**config.mk**
```make
export PLATFORM = sky130hd
export DESIGN_NAME = ddr_line_master_flat
export DESIGN_NICKNAME = d
export VERILOG_FILES = /design/src/rtl/ddr_line_master_if.sv /design/src/rtl/ddr_line_master.sv /design/src/flat_wrapper.sv
export SDC_FILE = /design/constraint.sdc
export NUM_CORES = 1
export LEC_CHECK = 0
export ABC_AREA = 1
export BUFFER_PORTS_ARGS = -buffer_cell sky130_fd_sc_hd__buf_2
export CAP_MARGIN = 20
export CORE_AREA = 5 5 263 265
export CTS_BUF_LIST = sky130_fd_sc_hd__clkbuf_8
export DETAILED_ROUTE_END_ITERATION = 10
export DIE_AREA = 0 0 268 270
export GPL_TIMING_DRIVEN = 0
export PLACE_DENSITY_LB_ADDON = 0.15
export SKIP_CTS_REPAIR_TIMING = 1
export SLEW_MARGIN = 30
export SYNTH_ARGS = -nofsm -noshare
export SYNTH_HDL_FRONTEND = slang
export SYNTH_SLANG_ARGS = --single-unit
```
**constraint.sdc**
```tcl
create_clock -name clk -period 3 [get_ports clk]
set_input_delay 0 -clock clk [delete_from_list [all_inputs] [get_ports clk]]
set_output_delay 0 -clock clk [all_outputs]
set_load 0.1 [all_outputs]
```
**src/rtl/ddr_line_master_if.sv**
```systemverilog
// AXI4 master bundle between the cache line master and the DDR controller.
interface ddr_line_master_if #(
  parameter int unsigned ADDR_W = 27,
  parameter int unsigned DATA_W = 128
);
  localparam int unsigned STRB_W = DATA_W / 8;

  // Write address channel
  logic [ADDR_W-1:0] awaddr;
  logic [7:0]        awlen;
  logic [2:0]        awsize;
  logic [1:0]        awburst;
  logic              awlock;
  logic [3:0]        awcache;
  logic [2:0]        awprot;
  logic [3:0]        awqos;
  logic              awvalid;
  logic              awready;

  // Write data channel
  logic [DATA_W-1:0] wdata;
  logic [STRB_W-1:0] wstrb;
  logic              wlast;
  logic              wvalid;
  logic              wready;

  // Write response channel
  logic [1:0]        bresp;
  logic              bvalid;
  logic              bready;

  // Read address channel
  logic [ADDR_W-1:0] araddr;
  logic [7:0]        arlen;
  logic [2:0]        arsize;
  logic [1:0]        arburst;
  logic [1:0]        arlock;
  logic [3:0]        arcache;
  logic [2:0]        arprot;
  logic [3:0]        arqos;
  logic              arvalid;
  logic              arready;

  // Read data channel
  logic [DATA_W-1:0] rdata;
  logic [1:0]        rresp;
  logic              rlast;
  logic              rvalid;
  logic              rready;

  modport master (
    output awaddr, awlen, awsize, awburst, awlock, awcache, awprot, awqos, awvalid,
    input  awready,
    output wdata, wstrb, wlast, wvalid,
    input  wready,
    input  bresp, bvalid,
    output bready,
    output araddr, arlen, arsize, arburst, arlock, arcache, arprot, arqos, arvalid,
    input  arready,
    input  rdata, rresp, rlast, rvalid,
    output rready
  );

  modport slave (
    input  awaddr, awlen, awsize, awburst, awlock, awcache, awprot, awqos, awvalid,
    output awready,
    input  wdata, wstrb, wlast, wvalid,
    output wready,
    output bresp, bvalid,
    input  bready,
    input  araddr, arlen, arsize, arburst, arlock, arcache, arprot, arqos, arvalid,
    output arready,
    output rdata, rresp, rlast, rvalid,
    input  rready
  );
endinterface

```
**src/rtl/ddr_line_master.sv**
```systemverilog
// Single-outstanding AXI4 master: one 128-bit cache line per single-beat transaction.
module ddr_line_master #(
  parameter int unsigned ADDR_W = 27,
  parameter int unsigned DATA_W = 128
) (
  input  logic              clk,
  input  logic              rst,
  input  logic              req_valid,
  output logic              req_ready,
  input  logic              req_we,
  input  logic [ADDR_W-1:0] req_addr,
  input  logic [DATA_W-1:0] req_wdata,
  output logic              resp_valid,
  output logic [DATA_W-1:0] resp_rdata,
  output logic              resp_err,
  ddr_line_master_if.master m_axi
);

  localparam int unsigned STRB_W = DATA_W / 8;
  // Line-aligned addresses: the low nibble never reaches the bus.
  localparam logic [ADDR_W-1:0] LINE_MASK = ~ADDR_W'(4'hF);

  typedef enum logic [2:0] {
    IDLE,
    AR,
    R,
    AW_W,
    B,
    DONE
  } state_t;

  state_t state;
  state_t state_nxt;

  logic              arvalid_q;
  logic              rready_q;
  logic              awvalid_q;
  logic              wvalid_q;
  logic              bready_q;
  logic              aw_done;
  logic              w_done;
  logic [ADDR_W-1:0] addr_q;
  logic [DATA_W-1:0] wdata_q;

  logic              awvalid_nxt;
  logic              wvalid_nxt;
  logic              aw_done_nxt;
  logic              w_done_nxt;
  logic              aw_fin;
  logic              w_fin;
  logic              err_nxt;
  logic [DATA_W-1:0] rdata_nxt;
  logic              load;

  // Fixed single-beat, full-width, incrementing transaction attributes.
  assign m_axi.awlen   = 8'd0;
  assign m_axi.awsize  = 3'b100;
  assign m_axi.awburst = 2'b01;
  assign m_axi.awlock  = 1'b0;
  assign m_axi.awcache = 4'b0011;
  assign m_axi.awprot  = 3'b000;
  assign m_axi.awqos   = 4'b0000;
  assign m_axi.wstrb   = {STRB_W{1'b1}};
  assign m_axi.wlast   = 1'b1;
  assign m_axi.arlen   = 8'd0;
  assign m_axi.arsize  = 3'b100;
  assign m_axi.arburst = 2'b01;
  assign m_axi.arlock  = 2'b00;
  assign m_axi.arcache = 4'b0011;
  assign m_axi.arprot  = 3'b000;
  assign m_axi.arqos   = 4'b0000;

  // Bus payload and handshake outputs come straight from registers.
  assign m_axi.awaddr  = addr_q;
  assign m_axi.araddr  = addr_q;
  assign m_axi.wdata   = wdata_q;
  assign m_axi.awvalid = awvalid_q;
  assign m_axi.wvalid  = wvalid_q;
  assign m_axi.bready  = bready_q;
  assign m_axi.arvalid = arvalid_q;
  assign m_axi.rready  = rready_q;

  // State register.
  always_ff @(posedge clk) begin
    if (!rst) begin
      state <= IDLE;
    end else begin
      state <= state_nxt;
    end
  end

  // Next-state, handshake bookkeeping and response capture.
  always_comb begin
    state_nxt   = state;
    awvalid_nxt = awvalid_q;
    wvalid_nxt  = wvalid_q;
    aw_done_nxt = aw_done;
    w_done_nxt  = w_done;
    aw_fin      = 1'b0;
    w_fin       = 1'b0;
    err_nxt     = 1'b0;
    rdata_nxt   = resp_rdata;
    load        = 1'b0;

    case (state)
      IDLE: begin
        if (req_valid) begin
          load = 1'b1;
          if (req_we) begin
            state_nxt   = AW_W;
            awvalid_nxt = 1'b1;
            wvalid_nxt  = 1'b1;
            aw_done_nxt = 1'b0;
            w_done_nxt  = 1'b0;
          end else begin
            state_nxt = AR;
          end
        end
      end
      AR: begin
        if (m_axi.arready) begin
          state_nxt = R;
        end
      end
      R: begin
        if (m_axi.rvalid) begin
          rdata_nxt = m_axi.rdata;
          err_nxt   = (m_axi.rresp != 2'b00) || !m_axi.rlast;
          state_nxt = DONE;
        end
      end
      AW_W: begin
        // AW and W complete independently, in either order or together.
        aw_fin      = aw_done || (awvalid_q && m_axi.awready);
        w_fin       = w_done  || (wvalid_q  && m_axi.wready);
        aw_done_nxt = aw_fin;
        w_done_nxt  = w_fin;
        awvalid_nxt = !aw_fin;
        wvalid_nxt  = !w_fin;
        if (aw_fin && w_fin) begin
          state_nxt = B;
        end
      end
      B: begin
        if (m_axi.bvalid) begin
          err_nxt   = (m_axi.bresp != 2'b00);
          state_nxt = DONE;
        end
      end
      DONE: begin
        state_nxt = IDLE;
      end
      default: begin
        state_nxt = IDLE;
      end
    endcase
  end

  // Registered outputs, flags and request latch.
  always_ff @(posedge clk) begin
    if (!rst) begin
      req_ready  <= 1'b1;
      arvalid_q  <= 1'b0;
      rready_q   <= 1'b0;
      awvalid_q  <= 1'b0;
      wvalid_q   <= 1'b0;
      bready_q   <= 1'b0;
      aw_done    <= 1'b0;
      w_done     <= 1'b0;
      resp_valid <= 1'b0;
      resp_err   <= 1'b0;
      resp_rdata <= '0;
      addr_q     <= '0;
      wdata_q    <= '0;
    end else begin
      req_ready  <= (state_nxt == IDLE);
      arvalid_q  <= (state_nxt == AR);
      rready_q   <= (state_nxt == R);
      bready_q   <= (state_nxt == B);
      awvalid_q  <= awvalid_nxt;
      wvalid_q   <= wvalid_nxt;
      aw_done    <= aw_done_nxt;
      w_done     <= w_done_nxt;
      resp_valid <= (state_nxt == DONE);
      resp_err   <= err_nxt;
      resp_rdata <= rdata_nxt;
      if (load) begin
        addr_q  <= req_addr & LINE_MASK;
        wdata_q <= req_wdata;
      end
    end
  end

endmodule

```
**src/flat_wrapper.sv**
```systemverilog
// flat-port wrapper written by rule: the top's interface ports become plain ports
module ddr_line_master_flat 
#(
  parameter int unsigned ADDR_W = 27,
  parameter int unsigned DATA_W = 128
)
  (clk, rst, req_valid, req_ready, req_we, req_addr, req_wdata, resp_valid, resp_rdata, resp_err, m_axi_awaddr, m_axi_awlen, m_axi_awsize, m_axi_awburst, m_axi_awlock, m_axi_awcache, m_axi_awprot, m_axi_awqos, m_axi_awvalid, m_axi_awready, m_axi_wdata, m_axi_wstrb, m_axi_wlast, m_axi_wvalid, m_axi_wready, m_axi_bresp, m_axi_bvalid, m_axi_bready, m_axi_araddr, m_axi_arlen, m_axi_arsize, m_axi_arburst, m_axi_arlock, m_axi_arcache, m_axi_arprot, m_axi_arqos, m_axi_arvalid, m_axi_arready, m_axi_rdata, m_axi_rresp, m_axi_rlast, m_axi_rvalid, m_axi_rready);
  ddr_line_master_if #(.ADDR_W(ADDR_W), .DATA_W(DATA_W)) m_axi_i ();
  input  logic clk;
  input  logic rst;
  input  logic req_valid;
  output logic req_ready;
  input  logic req_we;
  input  logic [ADDR_W-1:0] req_addr;
  input  logic [DATA_W-1:0] req_wdata;
  output logic resp_valid;
  output logic [DATA_W-1:0] resp_rdata;
  output logic resp_err;
  output wire logic [$bits(m_axi_i.awaddr)-1:0] m_axi_awaddr;
  output wire logic [$bits(m_axi_i.awlen)-1:0] m_axi_awlen;
  output wire logic [$bits(m_axi_i.awsize)-1:0] m_axi_awsize;
  output wire logic [$bits(m_axi_i.awburst)-1:0] m_axi_awburst;
  output wire logic [$bits(m_axi_i.awlock)-1:0] m_axi_awlock;
  output wire logic [$bits(m_axi_i.awcache)-1:0] m_axi_awcache;
  output wire logic [$bits(m_axi_i.awprot)-1:0] m_axi_awprot;
  output wire logic [$bits(m_axi_i.awqos)-1:0] m_axi_awqos;
  output wire logic [$bits(m_axi_i.awvalid)-1:0] m_axi_awvalid;
  input wire logic [$bits(m_axi_i.awready)-1:0] m_axi_awready;
  output wire logic [$bits(m_axi_i.wdata)-1:0] m_axi_wdata;
  output wire logic [$bits(m_axi_i.wstrb)-1:0] m_axi_wstrb;
  output wire logic [$bits(m_axi_i.wlast)-1:0] m_axi_wlast;
  output wire logic [$bits(m_axi_i.wvalid)-1:0] m_axi_wvalid;
  input wire logic [$bits(m_axi_i.wready)-1:0] m_axi_wready;
  input wire logic [$bits(m_axi_i.bresp)-1:0] m_axi_bresp;
  input wire logic [$bits(m_axi_i.bvalid)-1:0] m_axi_bvalid;
  output wire logic [$bits(m_axi_i.bready)-1:0] m_axi_bready;
  output wire logic [$bits(m_axi_i.araddr)-1:0] m_axi_araddr;
  output wire logic [$bits(m_axi_i.arlen)-1:0] m_axi_arlen;
  output wire logic [$bits(m_axi_i.arsize)-1:0] m_axi_arsize;
  output wire logic [$bits(m_axi_i.arburst)-1:0] m_axi_arburst;
  output wire logic [$bits(m_axi_i.arlock)-1:0] m_axi_arlock;
  output wire logic [$bits(m_axi_i.arcache)-1:0] m_axi_arcache;
  output wire logic [$bits(m_axi_i.arprot)-1:0] m_axi_arprot;
  output wire logic [$bits(m_axi_i.arqos)-1:0] m_axi_arqos;
  output wire logic [$bits(m_axi_i.arvalid)-1:0] m_axi_arvalid;
  input wire logic [$bits(m_axi_i.arready)-1:0] m_axi_arready;
  input wire logic [$bits(m_axi_i.rdata)-1:0] m_axi_rdata;
  input wire logic [$bits(m_axi_i.rresp)-1:0] m_axi_rresp;
  input wire logic [$bits(m_axi_i.rlast)-1:0] m_axi_rlast;
  input wire logic [$bits(m_axi_i.rvalid)-1:0] m_axi_rvalid;
  output wire logic [$bits(m_axi_i.rready)-1:0] m_axi_rready;
  assign m_axi_awaddr = m_axi_i.awaddr;
  assign m_axi_awlen = m_axi_i.awlen;
  assign m_axi_awsize = m_axi_i.awsize;
  assign m_axi_awburst = m_axi_i.awburst;
  assign m_axi_awlock = m_axi_i.awlock;
  assign m_axi_awcache = m_axi_i.awcache;
  assign m_axi_awprot = m_axi_i.awprot;
  assign m_axi_awqos = m_axi_i.awqos;
  assign m_axi_awvalid = m_axi_i.awvalid;
  assign m_axi_i.awready = m_axi_awready;
  assign m_axi_wdata = m_axi_i.wdata;
  assign m_axi_wstrb = m_axi_i.wstrb;
  assign m_axi_wlast = m_axi_i.wlast;
  assign m_axi_wvalid = m_axi_i.wvalid;
  assign m_axi_i.wready = m_axi_wready;
  assign m_axi_i.bresp = m_axi_bresp;
  assign m_axi_i.bvalid = m_axi_bvalid;
  assign m_axi_bready = m_axi_i.bready;
  assign m_axi_araddr = m_axi_i.araddr;
  assign m_axi_arlen = m_axi_i.arlen;
  assign m_axi_arsize = m_axi_i.arsize;
  assign m_axi_arburst = m_axi_i.arburst;
  assign m_axi_arlock = m_axi_i.arlock;
  assign m_axi_arcache = m_axi_i.arcache;
  assign m_axi_arprot = m_axi_i.arprot;
  assign m_axi_arqos = m_axi_i.arqos;
  assign m_axi_arvalid = m_axi_i.arvalid;
  assign m_axi_i.arready = m_axi_arready;
  assign m_axi_i.rdata = m_axi_rdata;
  assign m_axi_i.rresp = m_axi_rresp;
  assign m_axi_i.rlast = m_axi_rlast;
  assign m_axi_i.rvalid = m_axi_rvalid;
  assign m_axi_rready = m_axi_i.rready;
  ddr_line_master #(.ADDR_W(ADDR_W), .DATA_W(DATA_W)) u_core (.clk(clk), .rst(rst), .req_valid(req_valid), .req_ready(req_ready), .req_we(req_we), .req_addr(req_addr), .req_wdata(req_wdata), .resp_valid(resp_valid), .resp_rdata(resp_rdata), .resp_err(resp_err), .m_axi(m_axi_i));
endmodule
```
# Word-level counts from Yosys, hierarchy flattened

Index checks and enable logic that the tools add are counted.

Register bits: 292
Input port bits: 297
Output and inout port bits: 386
Word-level logic and storage cells: 60

Eq/ne operators: 10
Muxes and demuxes: 20
Reductions and logical operators: 16

Operators with widths:

| kind                                          | count |
|---|---|
| 2-to-1 mux 3 bit                              | 5 |
| one-hot mux 3 bit (5 select lines)            | 1 |
| one-hot mux 1 bit (2 select lines)            | 5 |
| == test 3 x 2 -> 1 bit, second input constant | 3 |
| == test 3 bit, second input constant          | 3 |
| 2-to-1 mux 1 bit                              | 8 |
| == test 3 x 1 -> 1 bit, second input constant | 2 |
| logical NOT 3 bit                             | 2 |
| nonzero test 2 bit                            | 3 |
| inequality test 2 bit, second input constant  | 2 |
| logical AND 1 bit                             | 3 |
| logical NOT 1 bit                             | 3 |
| logical OR 1 bit                              | 3 |
| AND reduction 3 bit                           | 1 |
| 2-to-1 mux 2 bit                              | 1 |
| AND reduction 2 bit                           | 1 |

# Logic depth before layout (Yosys ltp)

Gate-level depths: netlist of the first run.

Word-level depth: 6
Mapped depth: 9
Mapped depth without buffers: 9

# Least setup slack after synthesis of the first run

No wires, ideal clock.

Kind: register to register
Start: register u_core.wvalid_q, in the netlist u_core.m_axi.wvalid
End: register u_core.arvalid_q, in the netlist u_core.m_axi.arvalid
Arrival time: 1.627 ns
Setup slack: 1.262 ns
Stages on the path, launching flop included: 10
Buffers on the path: 0
Clock period less this slack: 1.738 ns
Cell sequence: dfxtp_1 > nand2_1 > nand2_1 > nand2_1 > nand2_1 > nand2_1 > nor2_1 > inv_1 > nand2_1 > nor2_1

Word-level cells in the longest chain between the ends: 6

Ends and longest elaborated chain:

| item                               | line                   | RTL |
|---|---|---|
| start, declared                    | ddr_line_master.sv:38  | `logic wvalid_q;` |
| start signal, assigned             | ddr_line_master.sv:181 | `wvalid_q <= wvalid_nxt;` |
| logical AND 1 bit                  | ddr_line_master.sv:135 | `w_fin = w_done \|\| (wvalid_q && m_axi.wready);` |
| logical OR 1 bit                   | ddr_line_master.sv:135 |  |
| logical AND 1 bit                  | ddr_line_master.sv:140 | `if (aw_fin && w_fin) begin` |
| 2-to-1 mux 3 bit                   | ddr_line_master.sv:140 |  |
| one-hot mux 3 bit (5 select lines) | ddr_line_master.sv:105 | `case (state)` |
| == test 3 x 1 -> 1 bit             | ddr_line_master.sv:177 | `arvalid_q <= (state_nxt == AR);` |
| end signal, assigned               | ddr_line_master.sv:177 |  |
| end, declared                      | ddr_line_master.sv:35  | `logic arvalid_q;` |

No other way between the ends.
A chain may end at the register's enable or synchronous reset.

# Worst setup path in the final report of the first run

Start: register u_core.state[2]
End: register u_core.w_done

Word-level cells in the longest chain between the ends: 3
Elaborated cells between the ends (all ways): 7
Those cells by class: eq/ne (3); mux (1); reduce/logical (3)

Ends and longest elaborated chain:

| item                                                                         | line                   | RTL |
|---|---|---|
| start, declared                                                              | ddr_line_master.sv:32  | `state_t state;` |
| start signal, assigned                                                       | ddr_line_master.sv:88  | `state <= state_nxt;` |
| == test 3 x 2 -> 1 bit or logical NOT 3 bit (tied branches)                  | ddr_line_master.sv:105 |  |
| nonzero test 2 bit (no source line) or inequality test 2 bit (tied branches) | n/a                    |  |
| AND reduction 3 bit (no source line)                                         | n/a                    |  |
| end signal, assigned                                                         | ddr_line_master.sv:183 | `w_done <= w_done_nxt;` |
| end, declared                                                                | ddr_line_master.sv:41  | `logic w_done;` |

Several ways; a longest one is shown, not always the timed one.

==> summary.txt, run 1 <==
Run status
  – Outcome: completed

Timing
  – Fin. max-slew vios: 0
  – Max Clk Rate: ~430 MHz
  – Slew headroom: 0.528
  – Final Hold Viols: 0
  – RSZ-0062 raised after global routing: false
  – Setup Viol. Count Final: 0
  – Hold WS: 6.02 ps
  – Final setup TNS: 0 ps
  – Final worst path period need: 2310 ps
  – Fin crit share: 0.771
  – Clock skew: about 21 ps
  – Setup WS post-layout: slightly below 700 ps
  – Worst Tran Pin Value: slightly above 700 ps

Placed design
  – DP Area: about 15000 um2
  – Pre-CTS setup slack: 1200 ps
  – Final Wtd Congestion: around 0.8
  – # port buffers: about 600
  – Post-DP HPWL: approximately 40 mm

Logic synthesis
  – Seq/Total Area, Yosys: 0.537
  – Top_reg_cell synth: dfxtp_1
  – Most common cell in the netlist: nor2_1
  – Syn Std Cell Area: between 10000 and 15000 um2
  – Yosys top cell area share: 0.537
  – Syn. warnings: 0
  – FF+latch count, synth: 292
  – Number of distinct library cells after synthesis: 19
  – Gate Count Post-Synth: 1395
  – Post-synth top area cell: dfxtp_1
  – Largest cells by area after synthesis: dfxtp_1, nor2_1, o21ai_0
  – Most frequent cells after synthesis: nor2_1, dfxtp_1, o21ai_0
  – Post-synth ARST share: 0
  – Avg Inst Size Synth: 7.80 um2
  – EDFF count, synth: 0

Setup path
  – Crit. End Element: register
  – Crit path arrival time: 2830 ps
  – Worst Setup Start Kind: register
  – Worst path required time: approximately 3500 ps
  – Setup Crit Path Kind: reg -> reg
  – Worst-path maximum fanout: 6

Floorplanning
  – Ports: just under 700
  – Die width: between 200 and 300 um
  – Core ar.: approximately 67000 um2
  – Die Height: ~270 um
  – Initial Util: 0.163
  – Row Count: between 90 and 100
  – Die Area: between 70000 and 80000 um2

Global routing
  – First-pass GRT wire length: 72.5 mm
  – Number of antenna violations at the first check in global routing: 5
  – GRT overflow: 0
  – Pin count of the biggest net entering global routing: 16
  – GRT Total Usage: 0.130
  – Vias in the first global route: between 10k and 15k

Finish
  – Reg area: 5850 um2
  – Design area: between 15000 and 20000 um2
  – # nets final: approximately 2.7k
  – Footprint of the multi-input gates: 4040 um2
  – Share of cells above drive strength 1: 0.340
  – Filler cells: between 7k and 8k
  – P&R area growth vs syn: 78.9%

Clocking
  – Worst-path clk slew: around 60 ps
  – CTS max path bufs: 3
  – CTS tree: done
  – Clock insertion delay at the later pin of the skew report: 640 ps
  – Cts bufs inserted: between 50 and 60
  – Root buf cell: clkbuf_8
  – CTS HTree Levels: 2
  – CTS Sinks: approximately 290

Pwr
  – Total power: 15.3 mW
  – Pwr per Cell Area: about 800 nW/um2
  – Leakage dissipation: between 9 and 10 nW
  – VDD IR max: roughly 0.31 mV

Worst hold path
  – HP Class: in -> reg

Route
  – Drt initial violations: 399
  – Drt via density: between 3 and 4
  – DRT Wirelength: between 50 and 60 mm
  – Via count: ~12k
  – Wire per inst: around 15 um
  – Drt drc: 0
  – Final ANT Viol Nets: 0
  – Drt first pass iters: 5

Run
  – Max-cap violations: 0
==> placed cells by master (no fill, tap or decap), drive strengths merged <==
cell,instances
a21oi,6
buf,736
bufinv,2
clkbuf,127
clkinv,2
clkinvlp,1
conb,76
dfxtp,292
diode,1
dlygate4sd3,304
inv,36
nand2,26
nand3,7
nand4,1
nor2,576
o21ai,280
==> critical path, cell delays in order (launching register included) <==
cell and delay [ps]:
dfxtp_1 360, nor2_2 210, nand3_1 160, dlygate4sd3_1 600
nand2_1 100, inv_1 90, nand2_1 60, a21oi_1 50
dlygate4sd3_1 570
==> cells by family after synthesis <==
kind of cell / share of synthesized area
and+or+nand+nor: 0.213
other: 0.000690
buffers and inverters: 0.117
AOI/OAI and AO/OA: 0.132
DFF: 0.537
==> path summary, 6_finish.rpt <==
check                                            from  cells after the start                     to  slack, ps
worst max register to register        u_core.state[2]                      8          u_core.w_done        690
worst min-delay path                        req_valid                      7        u_core.state[1]          6
worst min register to register  u_core.resp_rdata[84]                      2  u_core.resp_rdata[84]        480
worst max-delay path                  u_core.state[2]                      8          u_core.w_done        690
==> where the power goes <==
part	switching (mW)	total, mW	internal [mW]
Clock	1.78	4.09	2.31
Sequential	0.248	4.60	4.35
Combinational	5.34	6.62	1.28
Total	7.37	15.3	7.94
==> layout make-up <==
class,count,area share
clock inverters,26,0.00868
plain buffers,190,0.0626
clock buffers,72,0.0509
flip-flops and latches,292,0.300
multi-input cells,972,0.207
inverters,15,0.00289
repair buffers,905,0.311
well taps,873,0.0561
diodes,1,0.000129
==> sequential cells by signal, indices dropped and copies added (netlist names) <==
| signal | cells |
|---|---|
| u_core.resp_rdata | 128 |
| u_core.m_axi.awvalid | 1 |
| u_core.m_axi.wvalid | 1 |
| u_core.m_axi.rready | 1 |
| u_core.m_axi.wdata | 128 |
| u_core.resp_err | 1 |
| u_core.m_axi.araddr | 23 |
| u_core.req_ready | 1 |
| u_core.m_axi.bready | 1 |
| u_core.resp_valid | 1 |
| u_core.m_axi.arvalid | 1 |
| u_core.state | 3 |
| u_core.aw_done | 1 |
| u_core.w_done | 1 |
==> metal layers <==
metal	wire [um]	vias up	GRT usage
met1	19900	5483	0.139
li1	-	6342	-
met2	25300	476	0.230
met5	54	-	0
met3	4480	114	0.0528
met4	1570	10	0.0452
==> through the flow <==
step           std cells   util
2_1_floorplan       1469      -
3_3_place_gp        2943  0.229
3_5_place_dp        2943  0.229
4_1_cts             3041  0.247
5_1_grt             3345  0.292
6_report            3346  0.292
No activity file was read; power rests on OpenSTA's default activity.
==> inputs of run 2 (changes only) <==
--- a/config.mk
+++ b/config.mk
@@ -5,13 +5,13 @@
 export SDC_FILE = /design/constraint.sdc
 export NUM_CORES = 1
 export LEC_CHECK = 0
-export ABC_AREA = 1
+export ABC_AREA = 0
 export BUFFER_PORTS_ARGS = -buffer_cell sky130_fd_sc_hd__buf_2
 export CAP_MARGIN = 20
-export CORE_AREA = 5 5 263 265
+export CORE_AREA = 5 5 264 266
 export CTS_BUF_LIST = sky130_fd_sc_hd__clkbuf_8
 export DETAILED_ROUTE_END_ITERATION = 10
-export DIE_AREA = 0 0 268 270
+export DIE_AREA = 0 0 269 271
 export GPL_TIMING_DRIVEN = 0
 export PLACE_DENSITY_LB_ADDON = 0.15
 export SKIP_CTS_REPAIR_TIMING = 1
==> constraint.sdc (replaced) <==
create_clock -name clk -period 2.2 [get_ports clk]
set_input_delay 0 -clock clk [delete_from_list [all_inputs] [get_ports clk]]
set_output_delay 0 -clock clk [all_outputs]
set_load 0.1 [all_outputs]
==> run 2 against run 1 <==
Compared with the run above:
- the flow now finishes with violations (negative hold slack)
- via count grew 1.6%
- non-clock buffer count fell by 10
- flip-flop and latch count unchanged
- power grew 20%
- sequential share of layout area shrank 0.78 points
- cell count fell by 0.84%
==> summary.txt, run 2 <==
Pwr
  – Pwr per Cell Area: 917 nW/um2 (+17%)
  – VDD IR max: 0.472 mV (+51%)
  – Leakage dissipation: 9.43 nW (-0.89%)

Global routing
  – Pin count of the biggest net entering global routing: 15 (-1)
  – Number of antenna violations at the first check in global routing: 9 (+4)
  – GRT Total Usage: 0.133 (+0.00314)
  – GRT overflow: 0 (unchanged)
  – First-pass GRT wire length: 74.5 mm (+2.7%)
  – Vias in the first global route: 11.8k (+2.1%)

Timing
  – Final setup TNS: 0 ps (unchanged)
  – Final worst path period need: 1940 ps (-375 ps)
  – Worst Tran Pin Value: 725 ps (+17.2 ps)
  – Fin crit share: 0.881 (+0.110)
  – Max Clk Rate: 516 MHz (+19%)
  – RSZ-0062 raised after global routing: false
  – Fin. max-slew vios: 0 (unchanged)
  – Hold WS: -15.6 ps (-21.7 ps)
  – Final Hold Viols: 1 (+1)
  – Setup WS post-layout: 262 ps (-425 ps)
  – Setup Viol. Count Final: 0 (unchanged)
  – Slew headroom: 0.516 (-0.0115)
  – Clock skew: 24.6 ps (+3.20 ps)

Logic synthesis
  – Seq/Total Area, Yosys: 0.504 (-0.0332)
  – EDFF count, synth: 0 (unchanged)
  – Post-synth top area cell: dfxtp_1
  – Most frequent cells after synthesis: nand2_1, dfxtp_1, a21boi_1
  – Syn. warnings: 0 (unchanged)
  – Number of distinct library cells after synthesis: 37 (+18)
  – Post-synth ARST share: 0 (unchanged)
  – Top_reg_cell synth: dfxtp_1
  – Avg Inst Size Synth: 8.42 um2 (+8.0%)
  – Gate Count Post-Synth: 1377 (-1.3%)
  – Yosys top cell area share: 0.504 (-0.0332)
  – FF+latch count, synth: 292 (unchanged)
  – Syn Std Cell Area: 11600 um2 (+6.6%)
  – Most common cell in the netlist: nand2_1
  – Largest cells by area after synthesis: dfxtp_1, nand2_1, a21boi_1

Clocking
  – Clock insertion delay at the later pin of the skew report: 630 ps (about the same)
  – CTS Sinks: 292 (unchanged)
  – Cts bufs inserted: 58 (+3.6%)
  – CTS max path bufs: 3 (unchanged)
  – Root buf cell: clkbuf_8
  – CTS HTree Levels: 2 (unchanged)
  – CTS tree: done
  – Worst-path clk slew: 60 ps (about the same)

Floorplanning
  – Die Height: 271 um (+0.37%)
  – Initial Util: 0.174 (+0.0102)
  – Die width: 269 um (+0.37%)
  – Ports: 683 (unchanged)
  – Die Area: 72900 um2 (+0.74%)
  – Core ar.: 66800 um2 (+0.36%)
  – Row Count: 95 (unchanged)

Finish
  – # nets final: 2700 (-1.1%)
  – Commonest non-fill, non-tap cell in the layout: buf_2
  – Commonest non-fill, non-tap cells in the layout: buf_2, nand2_1, dfxtp_1, dlygate4sd3_1, a21boi_1
  – Share of cells above drive strength 1: 0.343 (+0.00309)
  – P&R area growth vs syn: 72.4%

Setup path
  – Worst Setup Start Kind: register
  – Crit path arrival time: 2490 ps (-340 ps)
  – Worst path required time: 2750 ps (-760 ps)
  – Worst-path maximum fanout: 10 (+4)
  – Crit. End Element: register
  – Setup Crit Path Kind: reg -> reg

Route
  – Drt drc: 0 (unchanged)
  – Drt initial violations: 301 (-25%)
  – Final ANT Viol Nets: 0 (unchanged)
  – Wire per inst: 16.0 um (+4.3%)
  – Via count: 12.6k (+1.6%)
  – Drt via density: 3.81 (+2.5%)
  – Drt first pass iters: 4 (-1)
  – DRT Wirelength: 53.1 mm (+3.4%)

Worst hold path
  – HP Class: in -> reg

Placed design
  – Pre-CTS setup slack: 161 ps (-1030 ps)
  – Final Wtd Congestion: 0.797 (-1.8%)
  – Post-DP HPWL: 41.3 mm (+3.3%)
  – # port buffers: 602 (+0.17%)

Run
  – Max-cap violations: 0 (unchanged)

Run status
  – Failing checks: negative hold slack
  – Outcome: finished with violations
[run 2: cell types whose count changed in the layout (fill, tap and decap cells not counted), sizes merged, moves of 3 or more]
cell	before	now
nor2	576	7
nand2	26	564
a21boi	0	282
o21ai	280	2
buf	736	757
clkbuf	127	110
dlygate4sd3	304	290
inv	36	26
nand3	7	0
diode	1	4
[run 2: cell type report]
type,count,area (um2)
repair buffers,892,5920
diodes,4,10.0
flip-flops and latches,292,5850
multi-input cells,964,4820
plain buffers,193,1200
fillers,7308,46800
well taps,873,1090
inverters,2,7.51
clock buffers,72,991
clock inverters,26,100
[run 2: per-layer routing]
| layer | global-route usage | vias up | wire [um] |
|---|---|---|---|
| met1 | 0.140 | 5773 | 20100 |
| met4 | 0.0465 | 4 | 1430 |
| met3 | 0.0492 | 104 | 4090 |
| li1 | - | 6314 | - |
| met5 | 0 | - | 27 |
| met2 | 0.242 | 431 | 27400 |
[run 2: critical path: stages, from the launching register on]
cell,delay (ps)
dfxtp_1,510
nor2b_1,130
nand2_2,280
buf_2,400
buf_2,330
nand2_1,90
a21boi_1,140
[run 2: logic make-up after synthesis]
family,Yosys count,share of synthesized area
simple gates,586,0.196
flops,292,0.504
buf+inv,195,0.104
other cells,2,0.000648
compound gates,302,0.195
[run 2: metrics by stage]
stage / util / instance area [um2] / instances / power (mW) / hold slack [ps]
final: 0.299 / 20000 / 3318 / 18.3 / -15.6
after global routing: 0.299 / 20000 / 3316 / 19.3 / 7.13
after CTS: 0.255 / 17100 / 3024 / 18.3 / -494
after detailed placement: 0.239 / 16000 / 2926 / 12.8 / 246
after global placement: 0.239 / 16000 / 2926 / 12.7 / 240
after floorplan: - / 11900 / 1451 / 11.4 / 135
[run 2: worst paths after layout]
path | start | endpoint | slack [ps] | cells past startpoint
worst max register to register | u_core.state[2] | u_core.m_axi.wdata[98] | 260 | 6
worst min-delay path | req_valid | u_core.state[1] | -20 | 5
worst max-delay path | u_core.state[2] | u_core.m_axi.wdata[98] | 260 | 6
worst min register to register | u_core.m_axi.wdata[115] | u_core.m_axi.wdata[115] | 450 | 2
[run 2: where the power goes]
part	switching (mW)	internal, mW	total, mW
Combinational	5.53	1.50	7.03
Sequential	0.241	5.74	5.98
Clock	2.42	2.89	5.31
